--- config.mk ---
export PLATFORM = sky130hd
export DESIGN_NAME = hamming_15_11_codec
export DESIGN_NICKNAME = d
export VERILOG_FILES = /design/src/rtl/hamming_15_11_codec.sv
export SDC_FILE = /design/constraint.sdc
export NUM_CORES = 1
export LEC_CHECK = 0
export ABC_AREA = 1
export BUFFER_PORTS_ARGS = -buffer_cell sky130_fd_sc_hd__buf_2
export CORE_ASPECT_RATIO = 0.5
export CORE_MARGIN = 2
export CORE_UTILIZATION = 53
export CTS_BUF_LIST = sky130_fd_sc_hd__clkbuf_8 sky130_fd_sc_hd__clkbuf_16
export DETAILED_ROUTE_END_ITERATION = 6
export PLACE_DENSITY = 0.8
export SLEW_MARGIN = 25
export SYNTH_ARGS = -nofsm -noshare
export SYNTH_HDL_FRONTEND = slang
export SYNTH_SLANG_ARGS = --single-unit
--- constraint.sdc ---
create_clock -name clk -period 1.8 [get_ports clk]
set_input_delay 0.09 -clock clk [delete_from_list [all_inputs] [get_ports clk]]
set_output_delay 0.09 -clock clk [all_outputs]
set_load 0.005 [all_outputs]
--- src/rtl/hamming_15_11_codec.sv ---
// Registered Hamming(15,11) single-error-correcting codec.
// Independent encoder and decoder halves, each with one cycle of latency.
module hamming_15_11_codec (
    input  logic         clk,
    input  logic         reset,
    input  logic         enc_valid_in,
    input  logic [11:1]  enc_data_in,
    output logic         enc_valid_out,
    output logic [15:1]  enc_code_out,
    input  logic         dec_valid_in,
    input  logic [15:1]  dec_code_in,
    output logic         dec_valid_out,
    output logic [11:1]  dec_data_out,
    output logic [3:0]   dec_syndrome,
    output logic         dec_err
);

    function automatic logic [15:1] encode(input logic [11:1] d);
        logic [15:1] c;
        c       = '0;
        c[3]    = d[1];
        c[5]    = d[2];
        c[6]    = d[3];
        c[7]    = d[4];
        c[15:9] = d[11:5];
        c[1]    = c[3] ^ c[5] ^ c[7]  ^ c[9]  ^ c[11] ^ c[13] ^ c[15];
        c[2]    = c[3] ^ c[6] ^ c[7]  ^ c[10] ^ c[11] ^ c[14] ^ c[15];
        c[4]    = c[5] ^ c[6] ^ c[7]  ^ c[12] ^ c[13] ^ c[14] ^ c[15];
        c[8]    = c[9] ^ c[10] ^ c[11] ^ c[12] ^ c[13] ^ c[14] ^ c[15];
        return c;
    endfunction

    logic [3:0]  syndrome;
    logic [15:1] corrected;
    logic [11:1] extracted;

    // Syndrome is the XOR of the positions of all set bits; it names the bad position directly.
    always_comb begin
        syndrome = '0;
        for (int k = 1; k <= 15; k++) begin
            if (dec_code_in[k]) begin
                syndrome = syndrome ^ 4'(k);
            end
        end
        corrected = dec_code_in;
        if (syndrome != 4'd0) begin
            corrected[syndrome] = ~dec_code_in[syndrome];
        end
        extracted = {corrected[15:9], corrected[7], corrected[6], corrected[5], corrected[3]};
    end

    always_ff @(posedge clk) begin
        if (reset) begin
            enc_valid_out <= 1'b0;
            enc_code_out  <= '0;
            dec_valid_out <= 1'b0;
            dec_data_out  <= '0;
            dec_syndrome  <= '0;
            dec_err       <= 1'b0;
        end else begin
            enc_valid_out <= enc_valid_in;
            dec_valid_out <= dec_valid_in;
            if (enc_valid_in) begin
                enc_code_out <= encode(enc_data_in);
            end
            if (dec_valid_in) begin
                dec_data_out <= extracted;
                dec_syndrome <= syndrome;
                dec_err      <= (syndrome != 4'd0);
            end
        end
    end

endmodule

# Word-level counts from Yosys, hierarchy flattened
# Cells that the tools add are included.
word_totals:
  reg_bits: 33
  in_bits: 30
  out_inout_bits: 33
  elab_cells: 70
classes:
  n_lt_le_gt_ge: 2
  n_mux: 21
  n_bitwise: 39
  reduce_logical: 2
ops:
  columns: ["operator", "n"]
  rows:
  - ["4-bit two-way mux", 8]
  - ["1-bit bitwise XOR", 24]
  - ["15-bit bitwise mux", 1]
  - ["15-bit two-way mux", 1]
  - ["3-bit two-way mux", 4]
  - ["2-bit NOT", 6]
  - ["3-bit NOT", 4]
  - ["4-bit by 5-bit < comparator with 1-bit output (second input constant)", 1]
  - ["1-bit binary-select mux with 4-bit select", 1]
  - ["1-bit demux with 4-bit select", 1]
  - ["4-bit by 1-bit >= comparator with 1-bit output (second input constant)", 1]
  - ["2-bit two-way mux", 2]
  - ["4-bit NOT", 1]
  - ["4-bit nonzero test", 1]
  - ["1-bit two-way mux", 3]
  - ["1-bit NOT (first input constant)", 3]
  - ["1-bit logical AND", 1]
  - ["1-bit NOT", 1]

# Longest topological paths before layout
# Gate-level depths: netlist (run 1).
logic_depth:
  ltp_word: 32
  mapped_depth: 19
  mapped_depth_nobuf: 19

# Worst setup path after synthesis (run 1)
# No wires, ideal clock.
synth_path:
  path_type: "input port to flip-flop"
  start: "input port dec_code_in[15] (netlist name)"
  end: "register dec_data_out[5] (netlist name)"
  setup_time_ps: 138
  t_arrival_ps: 1412
  required_ps: 1662
  path_slack_ps: 250
  path_stages: 16
  path_buffers: 2
  path_cell_list: "buf_6 > inv_4 > nand2_2 > nand2_1 > nand3_1 > nand2_2 > xnor2_2 > buf_6 > nand2_2 > nor2_2 > nand2_1 > nand2_2 > nor2_4 > nand3_1 > nand2_1 > a21oi_2"
synth_between:
  elab_chain_len: 7
  word_cells_on_any_way: 12
  cone_classes: "2 x order compare; 7 x mux; 1 x bitwise; 2 x reduce/logical"
synth_rtl:
  columns: ["item", "line_no", "text"]
  rows:
  - ["start: declaration", "11", "input logic [15:1] dec_code_in,"]
  - ["4-bit two-way mux", "41", "if (dec_code_in[k]) begin"]
  - ["4-bit by 5-bit < comparator with 1-bit output (implied by the code) or 4-bit by 1-bit >= comparator with 1-bit output (tied branches)", "47", "corrected[syndrome] = ~dec_code_in[syndrome];"]
  - ["1-bit logical AND (implied by the code)", "47", null]
  - ["1-bit two-way mux (implied by the code)", "47", null]
  - ["1-bit demux with 4-bit select", "47", null]
  - ["15-bit bitwise mux", "47", null]
  - ["15-bit two-way mux (*)", "46", "if (syndrome != 4'd0) begin"]
  - ["end signal: assignment", "67", "dec_data_out <= extracted;"]
  - ["end: declaration", "13", "output logic [11:1] dec_data_out,"]
# Every way passes the cells marked *; elsewhere a longest branch is shown, timed or not. The select of a mux whose other input is x is not followed.
# A chain may end at the register's enable or synchronous reset.

# Worst setup path after layout (run 1)
layout_path:
  start: "input port dec_code_in[13] (netlist name)"
  end: "register dec_data_out[6] (netlist name)"
layout_between:
  elab_chain_len: 11
  word_cells_on_any_way: 16
  cone_classes: "2 x order compare; 9 x mux; 3 x bitwise; 2 x reduce/logical"
layout_rtl:
  columns: ["item", "line_no"]
  rows:
  - ["4-bit two-way mux", "41"]
  - ["3-bit NOT (no source line)", null]
  - ["4-bit two-way mux", "41"]
  - ["4-bit NOT (no source line)", null]
  - ["4-bit two-way mux", "41"]
  - ["4-bit by 5-bit < comparator with 1-bit output (implied by the code) or 4-bit by 1-bit >= comparator with 1-bit output (tied branches)", "47"]
  - ["1-bit logical AND (implied by the code)", "47"]
  - ["1-bit two-way mux (implied by the code)", "47"]
  - ["1-bit demux with 4-bit select", "47"]
  - ["15-bit bitwise mux", "47"]
  - ["15-bit two-way mux (*)", "46"]
# Marked as above.

==> results of run 1 <==
## metal layers
metal / wire length, um / part of all wire, %
met1: 2500 / 45
met2: 2550 / 46
met3: 361 / 6.5
met4: 105 / 1.9
met5: 0 / 0
## worst max path at each step
stage	start	to	slack (ps)	cells after the start
floorplan	dec_code_in[15]	dec_data_out[5]$_SDFFE_PP0P_	250	16
global placement	dec_code_in[13]	dec_data_out[7]$_SDFFE_PP0P_	10	17
detailed placement	dec_code_in[13]	dec_data_out[6]$_SDFFE_PP0P_	-80	19
CTS	dec_code_in[13]	dec_data_out[5]$_SDFFE_PP0P_	210	19
global route	dec_code_in[13]	dec_data_out[6]$_SDFFE_PP0P_	7	19
finish	dec_code_in[13]	dec_data_out[6]$_SDFFE_PP0P_	200	19
## critical path, stage by stage
cell and delay [ps]:
buf_2 150, nand2_1 100, clkinv_1 80, nor2_2 90, nand2_1 60, nand2_1 70, nand2_2 90, nand3_2 130
nand2_2 120, nand2_1 80, nand2_1 50, nand2_1 70, nand2_1 60, nand2_1 50, nand2_1 60, inv_2 120
nand3_1 100, nand2_1 110, a21oi_2 60
## state kept, by name, summed over array words and instances, names as in the netlist
signal and count:
dec_err 1, enc_valid_out 1, dec_syndrome 4, dec_data_out 11
dec_valid_out 1, enc_code_out 15
## Yosys cell counts (8+ instances only)
library cell    n
xnor2_1        17
a21oi_2        10
nand3_1        21
clkbuf_1       10
inv_1          32
a21oi_1        17
nand2_1       110
xor2_1         15
o21ai_0         8
nor2_1         30
dfxtp_1        33
nand2_2        12
inv_2          11
## power groups by stage
stage | Sequential [W] | Clock, W | Combinational, W
final | 0.000820 | 0.000710 | 0.000860
after global routing | 0.000827 | 0.000760 | 0.000952
after CTS | 0.000819 | 0.000723 | 0.000856
after detailed placement | 0.000836 | 0 | 0.000851
after global placement | 0.000833 | 0 | 0.000830
after floorplan | 0.000841 | 0 | 0.000608
## kinds of logic after synthesis
| family | after synthesis | share of synthesized area (%) |
|---|---|---|
| and+or+nand+nor | 193 | 38.1 |
| DFF | 33 | 28.4 |
| buffers and inverters | 57 | 9.94 |
| AOI/OAI and AO/OA | 40 | 10.9 |
| xor gates and xnor gates | 33 | 12.7 |
## cell type report
| class | instances | area [um^2] | area share (%) |
|---|---|---|---|
| clock buffer | 6 | 82.6 | 2.92 |
| multi-input combinational | 266 | 1440 | 50.8 |
| clock inverter | 2 | 33.8 | 1.19 |
| tap | 54 | 67.6 | 2.39 |
| inverter | 45 | 171 | 6.06 |
| sequential | 33 | 661 | 23.4 |
| timing repair buffer | 69 | 375 | 13.3 |
## metrics by stage
step	hold WS (ps)	TNS (ps)	area, um^2
2_1_floorplan	230	0	2330
3_3_place_gp	375	0	2710
3_5_place_dp	383	-532	2710
4_1_cts	76.4	0	2830
5_1_grt	80.1	0	2830
6_report	79.9	0	2830
==> impl_metrics.ini, run 1 <==
[run_status]
status = completed

[setup_path]
worstPathMaxFanout = 9
cp_data_required_time_ps = 1940
r2r-start = dec_err$_SDFFE_PP0P_
r2r_cells = 3
worstReg2RegEnd = dec_err$_SDFFE_PP0P_
rrSetupSlack_ps = 1050
cp_data_arrival_time_ps = 1740
endpoint_kind = flip-flop
worst-setup-path-type = in2reg
start_kind = input pin

[cts]
clock-sinks = 33
insertion_delay_ps = 280
cts-resized-gates = 0
cts_tree = done
post_cts_buffers = 0
clockBufferDepth = 2
cts_buffers = 5
cts_root_buffer = clkbuf_8
h-tree-depth = 2
postCtsHoldBufs = 0
clk_transition_reported_paths_ps = 60

[power]
p_sw_share_pct = 34.3
powerDensity_nw_per_um2 = 845
internal-power_w = 0.00157
p_seq_share_pct = 34.3
vdd_drop_max_uv = 342
p_comb_share_pct = 36.0
power_switching_w = 0.000820
power.leakage_nw = 1.55
clkPwrFrac_pct = 29.7
fin_total_pwr_w = 0.00239

[placement]
port_buffers = 62
hpwlAfterDp_um = 4250
place.gp.congestion = 0.880
place.detailed.instances = 467
post-place-ws_ps = -82.2

[global_route]
grt_max_degree = 34
antenna_found_initial = 0
grt_overflow = 0
top_usage_layer = met2
grt_use_met2_pct = 38.0
grt_use_total_pct = 22.8
grt_pass1_wl_um = 9190
gr-usage-met3_pct = 4.24
grt_pass1_vias = 2042
grt_use_met1_pct = 29.4

[floorplanning]
ios = 63
fp.coreArea_um2 = 4060
fp.dieH_um = 50.9
die_w_um = 97.7
fp-row-count = 16
die-area_um2 = 4970
start_util_pct = 57.3

[sta]
skew_ps = 0
finalSetupViolCount = 0
min_period_ps = 1600
tightestPinTransition_ps = 673
hold_viol = 0
fmax_mhz = 624
worst_slack_ps = 198
slew_headroom_pct = 55.1
min_period_over_period_pct = 89.0
slew_viol_final = 0
rsz0062_at_grt = no

[logic_synthesis]
synth-seq-cells = 33
ys_types = 26
synth_nets = 386
synth-main-ff-cell = dfxtp_1
synth_top_area_share_pct = 28.4
synth_enable_flop_cells = 0
synthArstFlopShare_pct = 0
yosysTopAreaCell = dfxtp_1
synthCells = 356
ys_top_cells_by_area = dfxtp_1 28%, nand2_1 18%, xnor2_1 6.4%, xor2_1 5.6%, inv_1 5.2%
avgSynthCellArea_um2 = 6.54
yosys_warnings = 0
yosysSeqAreaShare_pct = 28.4
syn_area_um2 = 2330

[min_path]
min-delay-start = enc_data_in[6]
hold_class = in2reg
holdPathStages = 3
holdPathEnd = enc_code_out[10]$_SDFFE_PP0P_

[cells_and_area]
layout-drive-gt1-share_pct = 30.2
final_cells = 475
final_nets = 450
areaGrowthSynthToFinish_pct = 21.4
final_common_cell = nand2_1
final_cell_mix = 110 x nand2_1, 62 x buf_2, 33 x inv_1, 33 x dfxtp_1, 30 x nor2_1
layout.filler_cells = 356
diodes = 0
final_core_util_pct = 69.6

[detailed_routing]
drt-total-wl_um = 5520
via_per_inst = 5.00
wl_per_cell_um = 11.6
ant_nets = 0
vias = 2375
drc = 0
drt_iter0_drc = 94
drtPass1Iterations = 4

[job]
maxCapViolCount = 0
(Power assumes the default switching activity.)
==> run 2, diff against run 1 <==
CORE_UTILIZATION = 48   (was 53)
PLACE_DENSITY = 0.77   (was 0.8)
clock period = 1.3 ns   (was 1.8 ns; I/O delays follow)
==> impl_metrics.ini, run 2 (synthesized netlist as in run 1, its figures left out) <==
[sta]
tightestPinTransition_ps = 617
rsz0062_at_grt = yes
fmax_mhz = 591
slew_headroom_pct = 58.9
worst_slack_ps = -391
slew_viol_final = 0
min_period_ps = 1690
skew_ps = 0
hold_slack_ps = 55.7
final.setup.tns_ps = -3490
finalSetupViolCount = 12
hold_viol = 0
min_period_over_period_pct = 130

[power]
p_seq_share_pct = 30.6
fin_total_pwr_w = 0.00371
powerDensity_nw_per_um2 = 1060
p_sw_share_pct = 39.3
power_switching_w = 0.00146
clkPwrFrac_pct = 20.4
p_comb_share_pct = 49.0
power.leakage_nw = 1.81
internal-power_w = 0.00225
vdd_drop_max_uv = 442

[cells_and_area]
top_register = enc_code_out
areaGrowthSynthToFinish_pct = 50.2
reg.largest.list = enc_code_out (15), dec_data_out (11), dec_syndrome (4)
largest_reg_flops = 15
final_nets = 486
final_cells = 522
diodes = 0
final_common_cell = nand2_1
final_cell_mix = 76 x nand2_1, 52 x buf_2, 42 x buf_4
layout-drive-gt1-share_pct = 48.7

[setup_path]
cp_data_arrival_time_ps = 1900
rrSetupSlack_ps = 520
endpoint_kind = flip-flop
cp_data_required_time_ps = 1510
worstReg2RegEnd = dec_syndrome[3]$_SDFFE_PP0P_
r2r-start = dec_syndrome[3]$_SDFFE_PP0P_
worstPathMaxFanout = 5
start_kind = input pin
r2r_cells = 4
worst-setup-path-type = in2reg

[run_status]
status = complete, but fails checks
violations = negative setup slack

[placement]
place.detailed.instances = 500
place.gp.congestion = 1.01
port_buffers = 62
hpwlAfterDp_um = 4450

[global_route]
grt_overflow = 0
grt_pass1_wl_um = 10300
grt_use_total_pct = 24.7
antenna_found_initial = 0
grt_pass1_vias = 2372
grt_max_degree = 31

[cts]
clock-sinks = 33
clockBufferDepth = 2
insertion_delay_ps = 280
cts_root_buffer = clkbuf_8
cts_tree = done
postCtsHoldBufs = 0
cts_buffers = 5
h-tree-depth = 2
clk_transition_reported_paths_ps = 70

[detailed_routing]
drt-total-wl_um = 7710
drt_iter0_drc = 296
wl_per_cell_um = 14.8
drc = 0
vias = 2768
via_per_inst = 5.30
drtPass1Iterations = 5
ant_nets = 0

[floorplanning]
fp.dieH_um = 53.3
fp.coreArea_um2 = 4530
start_util_pct = 51.4
ios = 63
fp-row-count = 17
die_w_um = 103
die-area_um2 = 5460

[min_path]
min-delay-start = enc_data_in[6]
holdPathStages = 3
holdPathEnd = enc_code_out[10]$_SDFFE_PP0P_
hold_class = in2reg

[job]
maxCapViolCount = 0
run 2: cell count changes in the layout (fill, tap and decap cells not counted), sizes merged:
| cell | delta |
|---|---|
| buf | +34 |
| bufinv | -1 |
| clkinvlp | +1 |
| nor2 | +1 |
run 2: how the worst max path moves through the flow:
stage / endpoint / from / depth (start not counted) / slack (ps)
detailed placement: dec_data_out[3]$_SDFFE_PP0P_ / dec_code_in[15] / 16 / -530
CTS: dec_data_out[4]$_SDFFE_PP0P_ / dec_code_in[13] / 20 / -180
global route: dec_data_out[5]$_SDFFE_PP0P_ / dec_code_in[13] / 20 / -440
floorplan: dec_data_out[5]$_SDFFE_PP0P_ / dec_code_in[15] / 15 / -190
global placement: dec_data_out[6]$_SDFFE_PP0P_ / dec_code_in[15] / 16 / -460
finish: dec_data_out[5]$_SDFFE_PP0P_ / dec_code_in[3] / 20 / -390
run 2: layout make-up:
cell class              count  area, um^2
multi-input cells         267        1760
fillers                   300        1030
repair buffers            103         712
flip-flops and latches     33         661
inverters                  45         189
clock buffers               6        82.6
well taps                  66        82.6
repair inverters            1        7.51
clock inverters             1        3.75
run 2: per-layer routing:
| layer | wire length (um) | global-route usage (%) |
|---|---|---|
| met2 | 3690 | 46.7 |
| met3 | 682 | 4.76 |
| met5 | 0 | 0 |
| met4 | 338 | 9.11 |
| met1 | 3000 | 27.9 |
run 2: worst max-delay path, cell delays in order:
cell,delay [ps]
buf_4,130
inv_2,70
nand2_1,70
nand2_2,100
nand2_2,60
nand2_2,70
nand2_4,90
nand2_4,110
nand2_4,80
nand2_4,110
nand2_4,60
nand2_2,50
nand2_1,50
nand2_1,80
nand2_1,80
nand2_2,120
clkinvlp_4,170
nand3_2,110
nand2_1,70
a21oi_2,140
run 2: repair_timing:
item	4_1_cts	5_1_grt
endpoints found under the setup margin	11	12
buffers inserted	8	5
resized for setup	46	62
gates cloned	2	0
pin swaps	19	32
run 2: power by group through the flow:
stage / registers (W) / clock network (W) / logic (W)
after floorplan: 0.00116 / 0 / 0.000850
after global placement: 0.00115 / 0 / 0.00125
after detailed placement: 0.00116 / 0 / 0.00129
after CTS: 0.00113 / 0.000774 / 0.00150
after global routing: 0.00114 / 0.000811 / 0.00191
final: 0.00114 / 0.000758 / 0.00182
run 2: stage by stage:
step                      setup WS [ps]  util (%)  cell area, um^2
after floorplan                    -195         -             2350
after global placement             -458      63.9             2890
after detailed placement           -527      63.9             2890
after CTS                          -175      71.6             3240
after global routing               -439      77.2             3500
final                              -391      77.2             3500
